--- src/rtl/btn_pkg.sv ---
// Shared definitions for the debounced-button event path: FSM states,
// event bit positions and the ms/ns -> clock-cycle conversion.
package btn_pkg;

   typedef enum logic [1:0] {
      WAIT_REL = 2'd0,
      IDLE     = 2'd1,
      PRESSED  = 2'd2,
      LONG     = 2'd3
   } BtnEvtState_e;

   localparam int EVT_PRESS   = 0;
   localparam int EVT_RELEASE = 1;
   localparam int EVT_LONG    = 2;
   localparam int NUM_EVT     = 3;

   // Number of clock cycles in a time span of 'ms' milliseconds for a
   // clock of period 'ns' nanoseconds. Done in 64 bits so long hold times
   // at fast clocks do not overflow the intermediate product.
   function automatic int ms_to_cycles(input int ms, input int ns);
      longint prod;
      prod = (longint'(1000000) * longint'(ms)) / longint'(ns);
      return int'(prod);
   endfunction

endpackage

--- src/rtl/btn_hold_timer.sv ---
// Hold-duration timer for a pressed button. Restarts from zero on clear,
// counts while enabled and flags the last cycle of the hold window.
module btn_hold_timer #(
   parameter int HOLD_CYCLE = 10
) (
   input  logic clk,
   input  logic rst_n,
   input  logic clear,
   input  logic enable,
   output logic done
);

   localparam int CW = $clog2(HOLD_CYCLE + 1);
   localparam logic [CW-1:0] LAST = CW'(HOLD_CYCLE - 1);

   logic [CW-1:0] count;

   // Count enabled cycles; parks at LAST so it can never run past the window.
   always_ff @(posedge clk or negedge rst_n) begin
      if (!rst_n) begin
         count <= '0;
      end else if (clear) begin
         count <= '0;
      end else if (enable && (count != LAST)) begin
         count <= count + 1'b1;
      end
   end

   assign done = enable && (count == LAST);

endmodule

--- src/rtl/btn_event_capture.sv ---
// Turns the debounced button level into sticky press / release / long-press
// events, a saturating press counter and a maskable interrupt for the bus.
module btn_event_capture
   import btn_pkg::*;
#(
   parameter int HOLD_TIME_MS  = 1000,
   parameter int CLK_PERIOD_NS = 20,
   parameter int CNT_W         = 8
) (
   input  logic             i_clk,
   input  logic             i_rst_n,
   input  logic             i_btn,
   input  logic [2:0]       i_clr,
   input  logic             i_clr_cnt,
   input  logic [2:0]       i_irq_en,
   output logic [2:0]       o_evt_pend,
   output logic [CNT_W-1:0] o_press_cnt,
   output logic [1:0]       o_state,
   output logic             o_irq
);

   localparam int HOLD_CYCLE = ms_to_cycles(HOLD_TIME_MS, CLK_PERIOD_NS);
   localparam logic [CNT_W-1:0] CNT_MAX = '1;

   BtnEvtState_e         state, state_nxt;
   logic [NUM_EVT-1:0]   evt_set;
   logic                 press;
   logic                 hold_clr, hold_en, hold_done;

   // Timer control is decoded straight from state/input so the timer's
   // done flag does not loop back through the next-state logic.
   assign hold_clr = (state == IDLE) && i_btn;
   assign hold_en  = (state == PRESSED) && i_btn;

   btn_hold_timer #(
      .HOLD_CYCLE (HOLD_CYCLE)
   ) u_hold (
      .clk    (i_clk),
      .rst_n  (i_rst_n),
      .clear  (hold_clr),
      .enable (hold_en),
      .done   (hold_done)
   );

   // State register.
   always_ff @(posedge i_clk or negedge i_rst_n) begin
      if (!i_rst_n) state <= WAIT_REL;
      else          state <= state_nxt;
   end

   // Next state and event generation; release is tested before the hold
   // timer so a release on the final hold edge never yields a long event.
   always_comb begin
      state_nxt = state;
      evt_set   = '0;
      press     = 1'b0;
      case (state)
         WAIT_REL: begin
            if (!i_btn) state_nxt = IDLE;
         end
         IDLE: begin
            if (i_btn) begin
               state_nxt          = PRESSED;
               evt_set[EVT_PRESS] = 1'b1;
               press              = 1'b1;
            end
         end
         PRESSED: begin
            if (!i_btn) begin
               state_nxt            = IDLE;
               evt_set[EVT_RELEASE] = 1'b1;
            end else if (hold_done) begin
               state_nxt         = LONG;
               evt_set[EVT_LONG] = 1'b1;
            end
         end
         LONG: begin
            if (!i_btn) begin
               state_nxt            = IDLE;
               evt_set[EVT_RELEASE] = 1'b1;
            end
         end
         default: state_nxt = WAIT_REL;
      endcase
   end

   // Sticky pending flags: a new event beats a same-edge clear.
   always_ff @(posedge i_clk or negedge i_rst_n) begin
      if (!i_rst_n) o_evt_pend <= '0;
      else          o_evt_pend <= (o_evt_pend & ~i_clr) | evt_set;
   end

   // Saturating press counter; a press coinciding with a clear counts as 1.
   always_ff @(posedge i_clk or negedge i_rst_n) begin
      if (!i_rst_n) begin
         o_press_cnt <= '0;
      end else if (press) begin
         if (i_clr_cnt)                  o_press_cnt <= CNT_W'(1);
         else if (o_press_cnt != CNT_MAX) o_press_cnt <= o_press_cnt + 1'b1;
      end else if (i_clr_cnt) begin
         o_press_cnt <= '0;
      end
   end

   assign o_state = state;
   assign o_irq   = |(o_evt_pend & i_irq_en);

endmodule

--- config.mk ---
export PLATFORM = sky130hd
export DESIGN_NAME = btn_event_capture
export DESIGN_NICKNAME = d
export VERILOG_FILES = /design/src/rtl/btn_pkg.sv /design/src/rtl/btn_hold_timer.sv /design/src/rtl/btn_event_capture.sv
export SDC_FILE = /design/constraint.sdc
export NUM_CORES = 1
export LEC_CHECK = 0
export ABC_AREA = 1
export CORE_ASPECT_RATIO = 1.5
export CORE_UTILIZATION = 36
export DETAILED_ROUTE_END_ITERATION = 8
export GPL_ROUTABILITY_DRIVEN = 1
export PLACE_DENSITY = 0.51
export SLEW_MARGIN = 0
export SYNTH_ARGS = -nofsm -noshare
export SYNTH_HDL_FRONTEND = slang
export SYNTH_HIERARCHICAL = 1
export SYNTH_SLANG_ARGS = --single-unit
--- constraint.sdc ---
create_clock -name i_clk -period 4.25 [get_ports i_clk]
set_input_delay 0.425 -clock i_clk [delete_from_list [all_inputs] [get_ports i_clk]]
set_output_delay 0.425 -clock i_clk [all_outputs]
set_load 0.01 [all_outputs]
==> summary.md <==
| Metric | Value |
|---|---|
| Main synth FF type | dfrtp_1 |
| Via density | 4.95 |
| Startpoint types | register |
| Ratio of cells with drive above 1 in the final layout | 6.00% |
| Syn_area_per_cell | 6.67 sq um |
| Root Driver | clkbuf_8 |
| CTS tree | done |
| Final core occ | 43.5% |
| Synth cell types | 32 |
| Cell Area, Placed | 0.00290 sq mm |
| Gr ovfl total | 0 |
| R2r startpoint | o_state[1] |
| Fillcell total | 785 |
| Post-CTS Resized | 0 |
| Maximum vdd drop | 0.123 mV |
| Flops & latches, synth | 39 |
| Maxcap violations | 0 |
| Gr busiest metal | met2 |
| H-Tree Level Count | 2 |
| Skew-Pair Late Insertion Delay | 0.29 ns |
| Core area | 0.00694 sq mm |
| Tot Pwr | 1.11 mW |
| Global-route met2 utilization | 34.4% |
| Synth-to-layout area growth | 16.0% |
| Ports | 24 |
| Status | finished with violations |
| Yosys top cell area share | 37.5% |
| DP HPWL | 4.73 mm |
| Post-route setup TNS | 0 ns |
| DR DRC count | 3 |
| Rows | 37 |
| Fmax | 0.488 GHz |
| CTS clk-pin slew, worst paths | 0.08 ns |
| Ant. Diodes | 0 |
| Die W | 71.4 um |
| Total CTS buffers | 5 |
| Drt wl/cell | 12.7 um |
| Final GP Congestion | 0.840 |
| Starting density of the core | 37.5% |
| Synth Net Count | 405 |
| Via count | 2452 |
| Largest net degree at the start of global routing | 40 |
| CP Class | register to register |
| CP max stage cell | inv_1 |
| Slew HR | 40.6% |
| Worst EP required | 4.48 ns |
| Synthesized cell area | 0.00260 sq mm |
| Die ar. | 0.00758 sq mm |
| Hold WC Path Type | input port to asynchronous set/reset pin |
| Max incr delay on CP | 0.42 ns |
| Post-layout net count | 431 |
| M1 GR Usage | 20.5% |
| Leading area contributor after synthesis | dfrtp_1 |
| Top cells by count, synth | nand2_1, nor2_1, dfrtp_1 |
| Clock sink count | 39 |
| Final Cell Area | 0.00302 sq mm |
| Cell Pwr Density | 366 mW/mm^2 |
| Postcts setup bufs | 0 |
| Post-layout min period | 2.05 ns |
| Placed insts | 487 |
| Final period utilization | 48.2% |
| Die extent in y | 106 um |
| Initial antenna violation count | 0 |
| Final clock skew | 0.00816 ns |
| Number of global-route vias before repair | 2383 |
| Final Hold Fails | 0 |
| Seq. cell area | 976 sq um |
| Post-CTS Hold Buffers | 0 |
| Final worst setup slack | 2.20 ns |
| Async SR Flop Fraction | 100% |
| WL final | 6.30 mm |
| CTS Buffer Depth | 2 |
| GR Util met3 | 2.56% |
| 1st-pass router iterations | 6 |
| EDFF count, synth | 0 |
| Final ANT Viol Nets | 0 |
| Max-slew violations | 0 |
| Final non-filler cell total | 495 |
| Port buffer count | 23 |
| Failing checks | design-rule violations |
| Overall global routing resource usage | 18.5% |
| Crit path from | o_state[1] |
| Register area share after synthesis | 37.5% |
| Pre-CTS setup slack | 1.88 ns |
| Top cells by area, synth | dfrtp_1, nand2_1, nor2_1 |
| First-pass GRT wire length | 10.9 mm |
| Crit-path max FO | 12 |
| Pleak | 1.43 nW |
| Critical Path AT | 2.28 ns |
| Top-count cell post-synth | nand2_1 |
| CP Cell Sequence | inv_1, ha_1, nand2_2, inv_1, clkinv_1, o21ai_1, nand2_1, nand2_1 |
| Multi-input logic area | 0.00144 sq mm |
| Synth Warn # | 6 |
| Drt first-iter violations | 99 |
| RSZ-0062 raised after global routing | false |
| Actual slew at the worst max-slew pin | 0.890 ns |
| Finish-stage setup viols | 0 |
| Worst hold slack | 0.237 ns |
| Cells after synthesis | 390 |
| Worst setup EP type | register |
[path summary, 6_finish.rpt]
check                           depth (start not counted)                to  slack [ns]
worst min register to register                          2   u_hold/count[3]        0.51
worst min-delay path                                    1    o_press_cnt[5]        0.24
worst max-delay path                                    8  u_hold/count[16]        2.20
max in group asynchronous                               1  u_hold/count[23]        3.43
min in group i_clk                                      2   u_hold/count[3]        0.51
worst max register to register                          8  u_hold/count[16]        2.20
[critical path, delay by kind of cell, from the launching register on]
kind,cells,cell delay (ns)
flops,1,0.41
simple gates,3,0.31
fa+ha+maj,1,0.22
compound gates,1,0.37
buf+inv,3,0.68
[per-layer routing]
| metal | part of all wire, % | wire length (um) |
|---|---|---|
| met1 | 43 | 2690 |
| met2 | 53 | 3320 |
| met3 | 2.1 | 133 |
| met4 | 2.6 | 163 |
| met5 | 0 | 0 |
[layout by cell type, fill, tap and decap left out, drive strengths merged]
cell | synthesis | routed
nand3 | 34 | 34
o211ai | 1 | 1
nor3b | 2 | 2
and2 | 2 | 2
nor2 | 59 | 59
nand2 | 155 | 155
inv | 38 | 38
o22ai | 1 | 1
nor3 | 4 | 4
clkbuf | 2 | 6
clkinv | 3 | 4
xor2 | 4 | 4
ha | 5 | 5
nand3b | 2 | 2
a21oi | 7 | 7
o21ai | 7 | 7
bufinv | 0 | 1
xnor2 | 1 | 1
dfrtp | 39 | 39
clkdlybuf4s50 | 0 | 22
o21bai | 7 | 7
buf | 3 | 2
a31oi | 1 | 1
nand4 | 13 | 13
[cell families (layout without fill, tap and decap cells)]
logic type | after synthesis | count (layout) | synth area share (%)
flops | 39 | 39 | 37.5
buf+inv | 46 | 73 | 7.12
simple gates | 271 | 271 | 45.8
fa+ha+maj | 5 | 5 | 2.41
xor+xnor | 5 | 5 | 1.68
compound gates | 24 | 24 | 5.48
[report_power, final]
| group | internal (mW) | switching (mW) |
|---|---|---|
| registers | 0.408 | 0.0349 |
| clock network | 0.190 | 0.138 |
| logic | 0.125 | 0.209 |
[cell type report]
class                           count  area share (%)
Multi-Input combinational cell    305            47.7
Sequential cell                    39            32.3
Timing Repair Buffer               24            7.71
Inverter                           41            5.10
Tap cell                           78            3.23
Clock buffer                        6            2.74
Clock inverter                      2            1.16
[state kept, by name (all words and copies together), names as in the netlist]
name and flops:
u_hold/count 26, o_evt_pend 3, o_state 2, o_press_cnt 8
Note: power is estimated with default switching activity, not from simulation.
